`src/rtl/uart_rx_os16_pkg.sv`:
```
// Shared state encoding and helpers for the 16x-oversampled UART receiver.
package uart_rx_os16_pkg;

    typedef enum logic [2:0] {
        IDLE   = 3'd0,
        START  = 3'd1,
        DATA   = 3'd2,
        PARITY = 3'd3,
        STOP   = 3'd4,
        BREAK  = 3'd5
    } rxState_e;

    localparam int OS_CNT_W = 4;

    function automatic logic majority3(input logic a, input logic b, input logic c);
        return (a & b) | (a & c) | (b & c);
    endfunction

    function automatic int calcDiv(input int clkFreq, input int bps, input int osr);
        return clkFreq / (bps * osr);
    endfunction

endpackage

```
`src/rtl/uart_rx_os16_baud_tick.sv`:
```
// Oversample tick generator: divides sys_clk by DIV, restartable by a synchronous clear.
module uart_baud_tick
    import uart_rx_os16_pkg::*;
#(
    parameter int DIV = 325
) (
    input  logic sys_clk,
    input  logic sys_rst_n,
    input  logic clear_i,
    output logic os_tick_o
);

    localparam int CW = (DIV > 1) ? $clog2(DIV) : 1;
    localparam logic [CW-1:0] LAST = CW'(DIV - 1);

    logic [CW-1:0] cnt_q, cnt_d;

    always_comb begin
        cnt_d = cnt_q;
        if (clear_i || cnt_q == LAST) begin
            cnt_d = '0;
        end else begin
            cnt_d = cnt_q + 1'b1;
        end
    end

    always_ff @(posedge sys_clk or negedge sys_rst_n) begin
        if (!sys_rst_n) begin
            cnt_q <= '0;
        end else begin
            cnt_q <= cnt_d;
        end
    end

    assign os_tick_o = !clear_i && (cnt_q == LAST);

endmodule

```
`src/rtl/uart_rx_os16.sv`:
```
// 8-bit UART receiver: 16x oversampling, 3-sample majority vote, glitch rejection,
// optional parity, and frame/parity error pulses.
module uart_rx_os16
    import uart_rx_os16_pkg::*;
#(
    parameter int UART_BPS   = 9600,
    parameter int CLK_FREQ   = 50_000_000,
    parameter int OSR        = 16,
    parameter int PARITY_EN  = 0,
    parameter int PARITY_ODD = 0
) (
    input  logic       sys_clk,
    input  logic       sys_rst_n,
    input  logic       rx,
    output logic [7:0] po_data,
    output logic       po_flag,
    output logic       frame_err,
    output logic       par_err
);

    localparam int DIV = calcDiv(CLK_FREQ, UART_BPS, OSR);
    localparam logic [OS_CNT_W-1:0] LAST_OS = OS_CNT_W'(OSR - 1);
    localparam logic PAR_EN  = (PARITY_EN != 0);
    localparam logic PAR_ODD = (PARITY_ODD != 0);

    logic rxMeta_q, rxSync_q, rxPrev_q;
    logic [1:0] settle_q;
    logic armed_q;
    logic fallEdge, osTick, decide, bitEnd, maj;

    rxState_e state_q, state_d;
    logic [OS_CNT_W-1:0] osCnt_q, osCnt_d;
    logic [2:0] bitCnt_q, bitCnt_d;
    logic [1:0] samp_q, samp_d;
    logic [7:0] shift_q, shift_d;
    logic parMis_q, parMis_d;
    logic [7:0] poData_q, poData_d;
    logic poFlag_q, poFlag_d;
    logic frameErr_q, frameErr_d;
    logic parErr_q, parErr_d;

    // Edges are only trusted once the synchroniser has flushed its reset value and the
    // line has been seen high, so a line still low after reset cannot fake a start bit.
    always_ff @(posedge sys_clk or negedge sys_rst_n) begin
        if (!sys_rst_n) begin
            rxMeta_q <= 1'b1;
            rxSync_q <= 1'b1;
            rxPrev_q <= 1'b1;
            settle_q <= 2'b00;
            armed_q  <= 1'b0;
        end else begin
            rxMeta_q <= rx;
            rxSync_q <= rxMeta_q;
            rxPrev_q <= rxSync_q;
            settle_q <= {settle_q[0], 1'b1};
            armed_q  <= armed_q | (settle_q[1] & rxSync_q);
        end
    end

    assign fallEdge = armed_q & rxPrev_q & ~rxSync_q;

    uart_baud_tick #(
        .DIV(DIV)
    ) u_baud_tick (
        .sys_clk  (sys_clk),
        .sys_rst_n(sys_rst_n),
        .clear_i  (state_q == IDLE),
        .os_tick_o(osTick)
    );

    assign decide = osTick && (osCnt_q == 4'd9);
    assign bitEnd = osTick && (osCnt_q == LAST_OS);
    assign maj    = majority3(samp_q[0], samp_q[1], rxSync_q);

    always_comb begin
        state_d    = state_q;
        osCnt_d    = osCnt_q;
        bitCnt_d   = bitCnt_q;
        samp_d     = samp_q;
        shift_d    = shift_q;
        parMis_d   = parMis_q;
        poData_d   = poData_q;
        poFlag_d   = 1'b0;
        frameErr_d = 1'b0;
        parErr_d   = 1'b0;

        if (osTick) begin
            osCnt_d = (osCnt_q == LAST_OS) ? '0 : osCnt_q + 1'b1;
            if (osCnt_q == 4'd7) samp_d[0] = rxSync_q;
            if (osCnt_q == 4'd8) samp_d[1] = rxSync_q;
        end

        case (state_q)
            IDLE: begin
                osCnt_d  = '0;
                bitCnt_d = '0;
                if (fallEdge) begin
                    state_d  = START;
                    parMis_d = 1'b0;
                end
            end
            START: begin
                if (decide && maj) begin
                    state_d = IDLE;
                end else if (bitEnd) begin
                    state_d = DATA;
                end
            end
            DATA: begin
                if (decide) shift_d = {maj, shift_q[7:1]};
                if (bitEnd) begin
                    bitCnt_d = bitCnt_q + 1'b1;
                    if (bitCnt_q == 3'd7) state_d = PAR_EN ? PARITY : STOP;
                end
            end
            PARITY: begin
                if (decide) parMis_d = (maj != ((^shift_q) ^ PAR_ODD));
                if (bitEnd) state_d = STOP;
            end
            STOP: begin
                // Decide mid stop bit and leave early so back-to-back frames are caught.
                if (decide) begin
                    if (!maj) begin
                        frameErr_d = 1'b1;
                        state_d    = BREAK;
                    end else if (parMis_q) begin
                        parErr_d = 1'b1;
                        state_d  = IDLE;
                    end else begin
                        poData_d = shift_q;
                        poFlag_d = 1'b1;
                        state_d  = IDLE;
                    end
                end
            end
            BREAK: begin
                if (rxSync_q) state_d = IDLE;
            end
            default: state_d = IDLE;
        endcase
    end

    always_ff @(posedge sys_clk or negedge sys_rst_n) begin
        if (!sys_rst_n) begin
            state_q    <= IDLE;
            osCnt_q    <= '0;
            bitCnt_q   <= '0;
            samp_q     <= '0;
            shift_q    <= '0;
            parMis_q   <= 1'b0;
            poData_q   <= 8'h00;
            poFlag_q   <= 1'b0;
            frameErr_q <= 1'b0;
            parErr_q   <= 1'b0;
        end else begin
            state_q    <= state_d;
            osCnt_q    <= osCnt_d;
            bitCnt_q   <= bitCnt_d;
            samp_q     <= samp_d;
            shift_q    <= shift_d;
            parMis_q   <= parMis_d;
            poData_q   <= poData_d;
            poFlag_q   <= poFlag_d;
            frameErr_q <= frameErr_d;
            parErr_q   <= parErr_d;
        end
    end

    assign po_data   = poData_q;
    assign po_flag   = poFlag_q;
    assign frame_err = frameErr_q;
    assign par_err   = parErr_q;

endmodule

```
`config.mk`:
```
export PLATFORM = sky130hd
export DESIGN_NAME = uart_rx_os16
export DESIGN_NICKNAME = d
export VERILOG_FILES = /design/src/rtl/uart_rx_os16_pkg.sv /design/src/rtl/uart_rx_os16_baud_tick.sv /design/src/rtl/uart_rx_os16.sv
export SDC_FILE = /design/constraint.sdc
export NUM_CORES = 1
export LEC_CHECK = 0
export CAP_MARGIN = 20
export CORE_ASPECT_RATIO = 2
export CORE_MARGIN = 2
export CORE_UTILIZATION = 41
export CTS_BUF_LIST = sky130_fd_sc_hd__clkbuf_8
export DETAILED_ROUTE_END_ITERATION = 12
export GPL_TIMING_DRIVEN = 0
export PLACE_DENSITY_LB_ADDON = 0.25
export SLEW_MARGIN = 20
export SYNTH_ARGS = -nofsm -noshare
export SYNTH_HDL_FRONTEND = slang
export SYNTH_SLANG_ARGS = --single-unit
```
`constraint.sdc`:
```
create_clock -name sys_clk -period 3.7 [get_ports sys_clk]
set_clock_uncertainty 0.15 [all_clocks]
set_input_delay 0.555 -clock sys_clk [delete_from_list [all_inputs] [get_ports sys_clk]]
set_output_delay 0.555 -clock sys_clk [all_outputs]
set_load 0.02 [all_outputs]
```
==> qor.json <==
{
  "status": "finished clean",
  "grt-ovfl-total": 0,
  "pwr_density_cell_nw_per_um2": 439,
  "hold_path_class": "in2async",
  "cts_max_path_buffers": 2,
  "initial_utilization_pct": 42.5,
  "synth-warning-count": 0,
  "finalNonFillerCells": 279,
  "yosys_register_bits": 47,
  "path_clk_slew_ps": 80,
  "worst_margin_pin_slew_ps": 837,
  "wirelength_mm": 4.55,
  "drv_cap": 0,
  "synthesis.nets": 208,
  "fmax_mhz": 358,
  "cts_hold_buffers": 0,
  "die_width_um": 57.0,
  "post-cts-setup-buffer-count": 0,
  "synth_edf_count": 0,
  "cts.root.buffer_cell": "sky130_fd_sc_hd__clkbuf_8",
  "cts.sink_count": 47,
  "grt_use_total_pct": 16.2,
  "ys_seq_area_share_pct": 51.2,
  "period_needed_ps": 2790,
  "htreeDepth": 2,
  "route.antenna.remaining_nets": 0,
  "critical_path_class": "reg2reg",
  "worst-endpoint-arrival_ps": 2830,
  "grt_first_pass_wirelength_mm": 7.83,
  "place_congestion": 0.891,
  "pin_count": 14,
  "ys.flop_type": "sky130_fd_sc_hd__dfrtp_1",
  "number_of_cts_inserted_buffers": 5,
  "timing.reg2reg.setup_slack_ps": 910,
  "synth.top_cells.by_area": "sky130_fd_sc_hd__dfrtp_1 48%, sky130_fd_sc_hd__mux2_4 5.2%, sky130_fd_sc_hd__mux2_2 4.9%",
  "areaGrowthSynthToFinish_pct": 14.0,
  "fin_crit_sh_pct": 75.5,
  "async_set_reset_flop_share_out_of_synthesis_pct": 100,
  "power.share.switching_pct": 29.0,
  "n_antenna_cell": 0,
  "pin_count_of_the_biggest_net_entering_global_routing": 33,
  "p_int_w": 0.000819,
  "avgViaCountPerCell": 5.58,
  "power.switching_w": 0.000335,
  "die_area_um2": 6270,
  "portBuffers": 13,
  "worst_ep_required_time_ps": 3740,
  "rsz0062_at_grt": "no",
  "drive_gt1_share_pct": 16.4,
  "tritoncts_clock_tree": "done",
  "core_region_area_um2": 5420,
  "worst_slew_margin_rel_pct": 43.8,
  "worst-path-max-fanout": 8,
  "p_seq_share_pct": 49.6,
  "mappedNetlistArea_um2": 2300,
  "drt-initial-drc-count": 24,
  "ff_latch_area_um2": 1180,
  "fin_setup_tns_ps": 0,
  "post-place-cells": 272,
  "synth_cell_type_count": 50,
  "place.detailed.hpwl_mm": 3.34,
  "timing.critical_path.from_type": "flop",
  "total_power_w": 0.00115,
  "finalNetCount": 229,
  "yosys-top-cells-count": "44 x sky130_fd_sc_hd__dfrtp_1, 14 x sky130_fd_sc_hd__nor2_1, 11 x sky130_fd_sc_hd__xnor2_1",
  "number_of_setup_violations_in_the_final_report": 0,
  "first_global_vias": 1630,
  "multiInputGateArea_um2": 1070,
  "clkPwrFrac_pct": 31.5,
  "core_rows": 38,
  "number_of_instances_in_the_synthesized_netlist": 198,
  "synthDominantAreaCellType": "sky130_fd_sc_hd__dfrtp_1",
  "report.final.hold_viol_count": 0,
  "drt-wirelength-per-cell_um": 16.3,
  "ctsResizeCount": 0,
  "combinational_power_share_pct": 18.9,
  "antenna_found_initial": 0,
  "max_slew_violations": 0,
  "die_y_um": 110,
  "syn_avg_cell_area_um2": 11.6,
  "drt_pre_antenna_iters": 4,
  "crit_path_end_kind": "flop",
  "yosys.cell_count.top_type": "sky130_fd_sc_hd__dfrtp_1",
  "post-route-util_pct": 48.5,
  "vdd.ir_drop.worst_uv": 366,
  "layout.filler_cells": 513,
  "insertion_delay_ps": 300,
  "detail_route.drc_violations": 0,
  "detailroute.via_count": 1556,
  "leakagePower_nw": 1.16,
  "synth_largest_type_area_fraction_pct": 47.8
}
[final cells by class]
class                      count  share of cell area [%]
clock inverter                 2                    1.29
inverter                       5                   0.714
sequential                    47                    44.9
clock buffer                   5                    2.62
timing repair buffer          14                    5.52
buffer                         6                    1.19
multi-input combinational    140                    40.9
tap                           60                    2.86
[metal layers]
metal	vias up	part of all wire, %	global-route usage, %
li1	745	-	-
met1	783	39	17.2
met2	18	57	30.6
met3	10	1.8	2.10
met4	0	2.4	7.97
met5	-	0	0
[registers in the layout, summed over array words and instances, names as in the netlist, 2 cells and up]
name and count:
po_data 8, bitCnt_q 3, u_baud_tick.cnt_q 9, osCnt_q 4, shift_q 8, settle_q 2, samp_q 2, state_q 3
[layout by cell type (no fill, tap or decap), drive strengths merged, types with 2 or more instances in the layout]
cell and instances:
dfrtp 44, mux2 18, nor2 14, clkdlybuf4s50 12, xnor2 11, nand2 11, nand3 9, clkbuf 9
nor3 8, ha 7, inv 6, o21ai 6, a21oi 6, and3 4, nand4 4, buf 4
xor2 3, nand3b 3, nor2b 3, o31ai 3, dfstp 3, nor4b 3, or3 2, nand4b 2
nor4 2, or4b 2
[worst max-delay path, stage by stage (launching register included)]
cell	delay, ps
sky130_fd_sc_hd__dfrtp_1	420
sky130_fd_sc_hd__inv_1	80
sky130_fd_sc_hd__ha_1	160
sky130_fd_sc_hd__and4b_1	190
sky130_fd_sc_hd__clkbuf_1	330
sky130_fd_sc_hd__nand3_1	310
sky130_fd_sc_hd__nor3_2	630
sky130_fd_sc_hd__mux2_2	400
[through the flow]
| step | instance area, µm² | hold slack, ps | setup WS [ps] |
|---|---|---|---|
| after floorplan | 2300 | 109 | 1320 |
| after global placement | 2510 | 183 | 611 |
| after detailed placement | 2520 | 197 | 924 |
| after CTS | 2630 | 25.2 | 909 |
| after global routing | 2630 | 49.9 | 716 |
| final | 2630 | 16.0 | 906 |
[power by group through the flow]
stage               clock [W]  sequential [W]  combinational, W
floorplan                   0        0.000575          0.000159
global placement            0        0.000583          0.000212
detailed placement          0        0.000584          0.000220
CTS                  0.000371        0.000574          0.000220
global route         0.000389        0.000578          0.000246
finish               0.000364        0.000573          0.000218
[kinds of logic (layout without fill, tap and decap cells)]
family,count (synthesis),count (layout),synth area share [%]
AOI/OAI and AO/OA,24,24,6.52
xor gates and xnor gates,15,15,6.30
adders and majority gates,8,8,4.23
buffers and inverters,11,32,2.17
DFF,47,47,51.2
muxes,18,18,10.1
other,1,1,0.163
and+or+nand+nor,74,74,19.3
[final timing paths]
path,start,to,depth (start not counted)
worst max-delay path,u_baud_tick.cnt_q[0],shift_q[3],7
worst min-delay path,sys_rst_n,par_err,1
worst max register to register,u_baud_tick.cnt_q[0],shift_q[3],7
worst min register to register,rxMeta_q,rxSync_q,0
max in group asynchronous,sys_rst_n,rxMeta_q,2
min in group sys_clk,rxMeta_q,rxSync_q,0
(Power assumes the default switching activity.)
